**config.mk**
```make
export PLATFORM = sky130hd
export DESIGN_NAME = run_sequencer
export DESIGN_NICKNAME = d
export VERILOG_FILES = /design/src/rtl/run_seq_pkg.sv /design/src/rtl/run_cycle_counter.sv /design/src/rtl/run_sequencer.sv
export SDC_FILE = /design/constraint.sdc
export NUM_CORES = 1
export LEC_CHECK = 0
export ABC_CLOCK_PERIOD_IN_PS = 4500
export CAP_MARGIN = 20
export CORE_ASPECT_RATIO = 0.6
export CORE_UTILIZATION = 40
export DETAILED_ROUTE_END_ITERATION = 8
export GPL_TIMING_DRIVEN = 1
export PLACE_DENSITY = 0.67
export SYNTH_ARGS = -nofsm -noshare
export SYNTH_HDL_FRONTEND = slang
export SYNTH_SLANG_ARGS = --single-unit
```
**constraint.sdc**
```tcl
create_clock -name Clk -period 4.5 [get_ports Clk]
set_input_delay 1.35 -clock Clk [delete_from_list [all_inputs] [get_ports Clk]]
set_output_delay 1.35 -clock Clk [all_outputs]
set_load 0.02 [all_outputs]
```
**src/rtl/run_seq_pkg.sv**
```systemverilog
// Shared state encoding and parameter defaults for the run-control sequencer.
package run_seq_pkg;

    typedef enum logic [2:0] {
        IDLE,
        LAUNCH,
        RUN,
        REPORT,
        DONE,
        ERR
    } run_state_t;

    localparam int DEFAULT_START_CYCLES   = 2;
    localparam int DEFAULT_TIMEOUT_CYCLES = 50000;

endpackage

```
**src/rtl/run_cycle_counter.sv**
```systemverilog
// Clearable, enabled up-counter with a terminal-count compare against a fixed value.
module run_cycle_counter #(
    parameter int               CNT_W = 16,
    parameter logic [CNT_W-1:0] TERM  = '1
) (
    input  logic             Clk,
    input  logic             Reset,
    input  logic             Clear,
    input  logic             Enable,
    output logic [CNT_W-1:0] Count,
    output logic             AtTerm
);

    // NOTE: clocked state is written with non-blocking assignments only.
    always_ff @(posedge Clk) begin
        if (Reset || Clear) begin
            Count <= '0;
        end else if (Enable) begin
            Count <= Count + CNT_W'(1);
        end
    end

    assign AtTerm = (Count == TERM);

endmodule

```
**src/rtl/run_sequencer.sv**
```systemverilog
// Launches programs 0..NUM_PROGS-1 on the core back-to-back, timing each until Ack
// and aborting any program that overruns its cycle budget.
module run_sequencer
    import run_seq_pkg::*;
#(
    parameter int  NUM_PROGS      = 3,
    parameter int  CNT_W          = 16,
    parameter int  START_CYCLES   = DEFAULT_START_CYCLES,
    parameter int  TIMEOUT_CYCLES = DEFAULT_TIMEOUT_CYCLES,
    localparam int SEL_W          = (NUM_PROGS > 1) ? $clog2(NUM_PROGS) : 1
) (
    input  logic             Clk,
    input  logic             Reset,
    input  logic             Go,
    input  logic             CoreAck,
    output logic             CoreStart,
    output logic [SEL_W-1:0] ProgSel,
    output logic             Busy,
    output logic [CNT_W-1:0] CycleCount,
    output logic             CountValid,
    output logic             Done,
    output logic             TimedOut
);

    localparam int                  LAUNCH_W    = (START_CYCLES > 1) ? $clog2(START_CYCLES) : 1;
    localparam logic [LAUNCH_W-1:0] LAUNCH_TERM = LAUNCH_W'(START_CYCLES - 1);
    localparam logic [CNT_W-1:0]    RUN_TERM    = CNT_W'(TIMEOUT_CYCLES - 1);
    localparam logic [SEL_W-1:0]    LAST_PROG   = SEL_W'(NUM_PROGS - 1);

    run_state_t          state, nextState;
    logic [LAUNCH_W-1:0] launchCount;
    logic [CNT_W-1:0]    runCount;
    logic                runAtTerm;
    logic                runEnable;

    logic [SEL_W-1:0]    nextProgSel;
    logic [CNT_W-1:0]    nextCycleCount;
    logic                nextCountValid, nextDone, nextTimedOut, nextCoreStart, nextBusy;

    always_ff @(posedge Clk) begin
        if (Reset || state != LAUNCH) begin
            launchCount <= '0;
        end else begin
            launchCount <= launchCount + LAUNCH_W'(1);
        end
    end

    // Held at zero throughout LAUNCH so the first RUN cycle sees a count of 0.
    assign runEnable = (state == RUN) && !CoreAck && !runAtTerm;

    run_cycle_counter #(
        .CNT_W (CNT_W),
        .TERM  (RUN_TERM)
    ) runCounter (
        .Clk    (Clk),
        .Reset  (Reset),
        .Clear  (state == LAUNCH),
        .Enable (runEnable),
        .Count  (runCount),
        .AtTerm (runAtTerm)
    );

    // NOTE: every signal driven here gets a default first, so no latch is inferred.
    always_comb begin
        nextState      = state;
        nextProgSel    = ProgSel;
        nextCycleCount = CycleCount;
        nextCountValid = 1'b0;
        nextDone       = Done;
        nextTimedOut   = TimedOut;

        case (state)
            IDLE: begin
                if (Go) begin
                    nextState    = LAUNCH;
                    nextProgSel  = '0;
                    nextDone     = 1'b0;
                    nextTimedOut = 1'b0;
                end
            end
            LAUNCH: begin
                if (launchCount == LAUNCH_TERM) nextState = RUN;
            end
            RUN: begin
                if (CoreAck) begin
                    nextState      = REPORT;
                    nextCycleCount = runCount;
                    nextCountValid = 1'b1;
                end else if (runAtTerm) begin
                    nextState    = ERR;
                    nextTimedOut = 1'b1;
                end
            end
            REPORT: begin
                if (ProgSel == LAST_PROG) begin
                    nextState = DONE;
                    nextDone  = 1'b1;
                end else begin
                    nextState   = LAUNCH;
                    nextProgSel = ProgSel + SEL_W'(1);
                end
            end
            DONE, ERR: begin
                if (!Go) nextState = IDLE;
            end
            default: nextState = IDLE;
        endcase

        // Outputs are registered from the next state so they line up with it exactly.
        nextCoreStart = (nextState != RUN);
        nextBusy      = (nextState == LAUNCH) || (nextState == RUN) || (nextState == REPORT);
    end

    always_ff @(posedge Clk) begin
        if (Reset) begin
            state      <= IDLE;
            CoreStart  <= 1'b1;
            ProgSel    <= '0;
            Busy       <= 1'b0;
            CycleCount <= '0;
            CountValid <= 1'b0;
            Done       <= 1'b0;
            TimedOut   <= 1'b0;
        end else begin
            state      <= nextState;
            CoreStart  <= nextCoreStart;
            ProgSel    <= nextProgSel;
            Busy       <= nextBusy;
            CycleCount <= nextCycleCount;
            CountValid <= nextCountValid;
            Done       <= nextDone;
            TimedOut   <= nextTimedOut;
        end
    end

endmodule

```
Word-level counts from Yosys, hierarchy flattened
Index checks and enable logic that the tools add are counted.
{ "op_classes": {"add_sub_neg": 3, "eq_ne": 17, "mux": 17, "bitwise": 1, "n_reduce_logical": 17} }
{ "op_table": {"columns": ["operator", "count"], "rows": [
  ["$mux 3", 6],
  ["$add 16x1->16 const B", 1],
  ["$eq 16x16->1 const B", 1],
  ["$pmux 3 s5", 1],
  ["$eq 3x2->1 const B", 4],
  ["$ne 2x2->1 const B", 5],
  ["$eq 3x1->1 const B", 2],
  ["$eq 3x3->1 const B", 2],
  ["$reduce_and 3->1", 2],
  ["$mux 1", 5],
  ["$logic_or 1x1->1", 4],
  ["$mux 2", 2],
  ["$pmux 1 s2", 2],
  ["$pmux 2 s2", 1],
  ["$reduce_and 4->1", 1],
  ["$reduce_bool 2->1", 2],
  ["$reduce_or 2->1", 2],
  ["$logic_not 3->1", 1],
  ["$ne 3x1->1 const B", 1],
  ["$ne 3x2->1 const B", 1],
  ["$add 2x1->2 const B", 1],
  ["$eq 2x2->1 const B", 1],
  ["$logic_and 1x1->1", 2],
  ["$logic_not 1->1", 2],
  ["other kinds (3)", 3]
]} }
{ "word_totals": {"regBits": 43, "inputBits": 4, "output_inout_bits": 23, "wordCells": 65} }

Longest topological paths before layout
{ "logic_depth": {"ltp_word": 7, "ltp_mapped": 6, "mapped_depth_nobuf": 6} }

Modules after synthesis
Synthesis repeated with hierarchy kept, for this count alone.
{ "hier_totals": {"cells_unflattened": 215, "hier_area_um2": 1895.6} }
{ "modules_own_cells": {"columns": ["mod", "n_inst", "cells_per_inst", "area_each_um2", "seq_area_each_um2"], "rows": [
  ["run_sequencer", 1, 131, 1151.1, 540.5],
  ["run_cycle_counter", 1, 84, 744.5, 320.3]
]} }

Least setup slack after synthesis
OpenSTA, ideal clock, no wires.
{ "synth_timing": {"path_type": "input to register", "from": "in CoreAck", "to": "reg runCounter.Count[15]", "setup_time_ns": 0.072, "arrival_ns": 2.735, "t_required_ns": 4.428, "setup_slack_ns": 1.693, "cell_stages": 5, "n_path_buf": 1, "cell_sequence": "or4b_4 > a41o_1 > buf_2 > nor4_2 > mux2i_1"} }
{ "synth_between": {"elab_chain_cells": 3} }
{ "synth_rtl": {"columns": ["element", "line", "source"], "rows": [
  ["start: declaration", "run_sequencer.sv:15", "input logic CoreAck,"],
  ["$logic_not 1->1", "run_sequencer.sv:49", "assign runEnable = (state == RUN) && !CoreAck && !runAtTerm;"],
  ["$logic_and 1x1->1 (2 in a row)", "run_sequencer.sv:49", null],
  ["end signal: assignment", "run_cycle_counter.sv:19", "Count <= Count + CNT_W'(1);"],
  ["end: declaration", "run_cycle_counter.sv:10", "output logic [CNT_W-1:0] Count,"]
]} }
Every way passes these cells.
A chain may end at the register's enable or synchronous reset.

Worst setup path after layout
{ "layout_timing": {"from": "in CoreAck", "to": "reg runCounter.Count[11]"} }
Same word-level chain as after synthesis.

==> impl_results.md <==
- Status: completed
- Syn nets: 233
- Crit-path cells: clkdlybuf4s50_1, or4b_4, a41o_1, or4_1, a21oi_1
- Most frequent cells after synthesis: dfxtp_1 (43), nand2_1 (43), a21oi_1 (31), clkbuf_1 (10), nor2_1 (10)
- Congestion Overflow GR: 0
- # resized after CTS: 0
- Clk Latency, worst-skew pair: 0.30 ns
- First-pass GRT wire length: 7380 µm
- Leakage: 0.722 nW
- Peak VDD IR: 0.000172 V
- Pins over their slew limit: 0
- Hold Buf Count CTS: 0
- Cell Area, Synth: 1900 µm²
- Setup TNS Final: 0 ns
- H-tree depth: 2
- Yosys top cell by area: dfxtp_1
- Pwr Density: 295 nW/µm²
- RSZ-0062 raised after global routing: no
- Clock transition at path regs: 0.09 ns
- Library cells used by synthesis: 40
- Clock buffer depth: 2
- Layout cell share with drive strength beyond 1: 0.0595
- Die area: 5040 µm²
- Die height: 55.4 µm
- Setup crit start kind: input port
- Final Hold Vio Count: 0
- Share of the yosys chip area belonging to registers: 0.453
- Number of diodes: 0
- HPWL Detailed: 3030 µm
- Worst setup margin: 1.23 ns
- Vias in the first global route: 1520
- Routability cong.: 0.791
- Num rows: 19
- DP Worst Slack: 0.930 ns
- Relative slew slack: 0.490
- Setup Fix Bufs, Post-CTS: 0
- FILL cells: 455
- Min Tclk post-route: 3.27 ns
- Detailed-route wire length: 4310 µm
- CTS sink count: 43
- Worst path slowest cell: or4_1
- Final period util: 0.726
- Critical Path RT: 4.74 ns
- Tot GR Track Use: 0.188
- Final Util: 0.506
- Worst slew pin tran: 0.754 ns
- Avg Cell Area, Syn: 8.38 µm²
- Initial antenna violation count: 0
- Area Growth Syn to Fin: 21.4%
- Core area: 4560 µm²
- DRC: 0
- Layout Nets: 257
- Worst clock skew: 0.00531 ns
- Worst Setup End Kind: flip-flop
- Min-Delay Path Class: flip-flop to flip-flop
- I/O Pins: 27
- Vias: 1685
- Vias per inst: 5.35
- Slowest stage delay, CP: 0.56 ns
- FFs w/ async S/R, synth: 0
- Highest clock rate: 0.306 GHz
- CTS Root Cell: clkbuf_8
- Gate Count Post-Synth: 227
- Post-DR wirelength/cell: 13.7 µm
- Antenna-violating nets left: 0
- CTS buffer count: 5
- Ys Warns: 0
- Worst Path Arrival: 3.51 ns
- Yosys reg bits: 43
- Number of flops mapped to enable cells by yosys: 0
- Die width: 91.0 µm
- Largest net degree at the start of global routing: 20
- Hold_ws: 0.429 ns
- Overall Power: 680 µW
- Ys flop type: dfxtp_1
- Main area contributors after synthesis: dfxtp_1 (45%), nand2_1 (8.5%), a21oi_1 (8.2%)
- Port Buf Inserts: 26
- TritonCTS clock tree: built
- # setup viols final: 0
- First-pass DRT Iterations: 4
- Max_cap viols: 0
- Initial Utilization: 0.417
- Top-area cell type share of the netlist area: 0.453
- Setup Crit Path Kind: input port to flip-flop
- CP max FO: 19
- 1st-iter DRT viols: 100
[through the flow]
step | instances | cell area [µm²]
detailed placement | 307 | 2220
finish | 315 | 2310
global route | 315 | 2310
CTS | 315 | 2310
global placement | 307 | 2220
floorplan | 227 | 1900
[cell usage in the layout (no fill, tap or decap), types with 2 or more instances in the layout]
cell,Yosys,layout
inv_1,4,4
or4_1,6,6
a211oi_1,5,5
nand3b_1,3,3
and4_1,2,2
dfxtp_1,43,43
ha_1,2,2
nand3_1,6,6
o21ai_0,6,6
and3_1,2,2
nor4b_1,4,4
o31ai_1,6,6
nand4_1,5,5
a21o_1,3,3
nand2_1,43,43
nor2b_1,3,3
or3_1,7,7
clkdlybuf4s50_1,0,26
a21oi_1,31,31
buf_4,0,3
clkinvlp_4,0,2
clkbuf_8,0,5
nor2_1,10,10
nor3b_1,2,2
nand2b_1,2,2
mux2i_1,4,4
[state kept, by name (all words and copies together), names as in the netlist]
name / cells
CycleCount: 16
runCounter.Count: 16
state: 3
ProgSel: 2
Busy: 1
CoreStart: 1
CountValid: 1
Done: 1
TimedOut: 1
launchCount: 1
[cell families after synthesis]
logic type | synth area share
AOI/OAI and AO/OA | 0.183
DFF | 0.453
and+or+nand+nor | 0.288
adders and majority gates | 0.0132
xor gates and xnor gates | 0.00921
buffers and inverters | 0.0329
muxes | 0.0211
[power breakdown]
group | internal [mW] | switching, mW
combinational | 0.0144 | 0.0213
clock | 0.111 | 0.146
sequential | 0.383 | 0.00432
total | 0.509 | 0.171
[critical path, delay by kind of cell]
kind            cells  cell delay (ns)
compound gates      2             0.57
buf+inv             1             0.48
simple gates        2             1.09
[final cells by class]
cell class	count	area, µm²	area share
inverter	4	15.0	0.00650
clock inverter	3	23.8	0.0103
clock buffer	5	68.8	0.0298
sequential	43	861	0.373
tap	63	78.8	0.0341
timing repair buffer	29	283	0.122
multi-input combinational	168	978	0.424
[path summary, 6_finish.rpt]
kind | slack, ns | depth (start not counted) | from | to
worst min register to register | 0.43 | 1 | launchCount$_SDFF_PP0_ | launchCount$_SDFF_PP0_
worst max-delay path | 1.23 | 5 | CoreAck | runCounter.Count[11]$_SDFFE_PP0P_
worst min-delay path | 0.43 | 1 | launchCount$_SDFF_PP0_ | launchCount$_SDFF_PP0_
worst max register to register | 2.18 | 4 | state[1]$_SDFF_PP0_ | runCounter.Count[11]$_SDFFE_PP0P_
[metal layers]
metal,share of wire,up-vias,global-route usage
li1,-,868,-
met1,0.52,773,0.275
met2,0.41,37,0.261
met3,0.049,7,0.0455
met4,0.016,0,0.0816
met5,0,-,0
Power figures use the tool's default switching activity.
==> RTL change, RTL diff (config.mk and constraints unchanged) <==
The parameter `NUM_PROGS` goes from 3 to 2.
--- a/src/rtl/run_sequencer.sv
+++ b/src/rtl/run_sequencer.sv
@@ -4,5 +4,5 @@
     import run_seq_pkg::*;
 #(
-    parameter int  NUM_PROGS      = 3,
+    parameter int  NUM_PROGS      = 2,
     parameter int  CNT_W          = 16,
     parameter int  START_CYCLES   = DEFAULT_START_CYCLES,
Interface: changed (resized ProgSel); port bits go from 27 to 26. No check against the original RTL was run, so the function may have changed too.
==> RTL change against the original RTL <==
Setup slack lost 0.089 ns; power down 0.16%; design area shrank 3.7%; synthesized area decreased by 2.8%; core utilization up 1.6 points; combinational power increased by 21%; routed wire length fell by 3.7%; sequential cell count decreased by 1; synthesized cell count down 0.88%; final cell count shrank 2.9%; critical path type unchanged; largest cell class unchanged.
==> RTL change: results (changes against the original RTL) <==
- Largest vdd supply drop: 0.0001579 V (-8.2%)
- The net total in the final layout came to 250 (-2.7%).
* Diode insertion count for antenna repair: 0 (unchanged)
- The post-cts sizing count is 0 (unchanged).
* Share of async-settable or async-resettable flops after synthesis: 0% (unchanged)
* Largest cells by area after synthesis: dfxtp_1 45%, nand2_1 8.7%, a21oi_1 8.4%, o21ai_0 2.4%, or4_1 2.4%
- Total of warnings raised by yosys: 0 (unchanged)
- The CTS H-tree depth is 2 (unchanged).
* Leading register cell type out of synthesis: dfxtp_1
- Avg WL per Cell: 13.57 µm (-0.90%)
- The half-perimeter wire length of the detailed placement result came to 2796 µm (-7.8%).
- Skew-Pair Late Insertion Delay: 0.30 ns (about the same)
* Final Skew: 0.008857 ns (+0.003546 ns)
* Vias in the first global route: 1390 (-8.6%)
- The overall die area came to 4905 µm² (-2.7%).
* Data arrival, critical path: 3.58 ns (+0.07 ns)
* Maximum net fanout on the critical path: 15 (-4)
- The global router's overall resource usage came to 18.63% (-0.17 points).
- The net count after synthesis is 230 (-1.3%).
- The sequential element share of the synthesized area is 45.50% (+0.23 points).
* Total negative slack for setup checks: 0 ns (unchanged)
* Synth cell count leaders: 43 x nand2_1, 42 x dfxtp_1, 31 x a21oi_1
- Root Buffer: clkbuf_8
- Status: complete, no violations
- The static power due to leakage was 0.0006828 µW (-5.4%).
- Crit-path max cell delay: 0.62 ns (+0.06 ns)
* Final RePlAce weighted congestion: 0.8153 (+3.0%)
- Maximum number of pins on one net before global-route repair: 25 (+25%)
- The number of filler instances in the final layout was 412 (-9.5%).
* Cell with the largest stage delay on the worst path: or4b_4
* Initial antenna violation count: 0 (unchanged)
* Number of buffers created by CTS: 5 (unchanged)
* Vias per inst: 5.242 (-2.0%)
- The ratio of cells with drive above 1 in the final layout was 6.504% (+0.55 points).
- The post-synthesis cell type count came to 42 (+5.0%).
* Worst hold-check path type: reg2reg
* Largest registers: CycleCount: 16 flops, runCounter.Count: 16 flops, state: 3 flops
- The worst slew margin relative to its limit is 37.32% (-12 points).
- The maximum clock path buffer count is 2 (unchanged).
- After clock tree synthesis, the clock-pin slew on the worst setup and hold paths is about 0.080 ns.
- The number of I/O port buffers is 25 (-3.8%).
- Post-CTS setup buffers: 0 (unchanged)
* Initial DRC Count: 142 (+42%)
* Pre-antenna DRT Iters: 4 (unchanged)
- First-pass GRT wire length: 7010 µm (-5.1%)
- The worst hold margin was 0.4536 ns (+0.02458 ns).
RTL change: changes by cell type in the layout (fill, tap and decap cells not counted), moves of 3 or more:
| cell | change |
|---|---|
| nor4_1 | +3 |
| mux2i_1 | -3 |
| xnor2_1 | +3 |
| o21ai_0 | +3 |
| nor4b_1 | -3 |
| a211oi_1 | -5 |
| and2_1 | +3 |
RTL change: cell families after synthesis:
group,share of synthesized area (%)
flops,45.50
xor+xnor,2.370
fa+ha+maj,0.6769
simple gates,31.28
buf+inv,3.114
compound gates,16.52
mux,0.5417
RTL change: metal layers:
metal	global-route usage (%)	up-vias	share of wire [%]
li1	-	837	-
met1	27.22	723	57
met2	26.79	36	38
met3	4.583	8	4.2
met4	5.738	0	1.0
met5	0	-	0
RTL change: area by class of cell:
| cell class | count | area share (%) |
|---|---|---|
| tap | 60 | 3.378 |
| clock buffer | 7 | 3.885 |
| multi-input combinational | 168 | 42.74 |
| clock inverter | 1 | 0.2252 |
| sequential | 42 | 37.84 |
| timing repair buffer | 26 | 11.60 |
| inverter | 2 | 0.3378 |
RTL change: path summary, 6_finish.rpt:
check	start	endpoint	slack (ns)	cells after the start
max	CoreAck	runCounter.Count[11]	1.14	5
min	CycleCount[10]	CycleCount[10]	0.45	2
max reg2reg	state[1]	runCounter.Count[11]	2.11	4
min reg2reg	CycleCount[10]	CycleCount[10]	0.45	2
RTL change: stage by stage:
stage,cells,setup slack (ns),power [µW],util (%),instance area [µm²]
2_1_floorplan,225,1.556,420.4,-,1848
3_3_place_gp,297,0.9142,434.1,49.88,2123
3_5_place_dp,297,0.8411,433.8,49.88,2123
4_1_cts,305,1.160,684.4,52.03,2215
5_1_grt,306,1.047,706.2,52.20,2222
6_report,306,1.142,678.8,52.20,2222
RTL change: power breakdown:
group | switching (µW) | internal, µW | leakage [µW]
combinational | 25.4 | 17.8 | 0.000296
clock | 129 | 124 | 0.0000482
sequential | 7.37 | 375 | 0.000339
total | 162 | 517 | 0.000683
RTL change: worst max-delay path: cells and delay by family:
| kind | cells | cell delay [ns] |
|---|---|---|
| AO/OA/AOI/OAI | 1 | 0.14 |
| buffers and inverters | 1 | 0.51 |
| AND/OR/NAND/NOR | 3 | 1.58 |
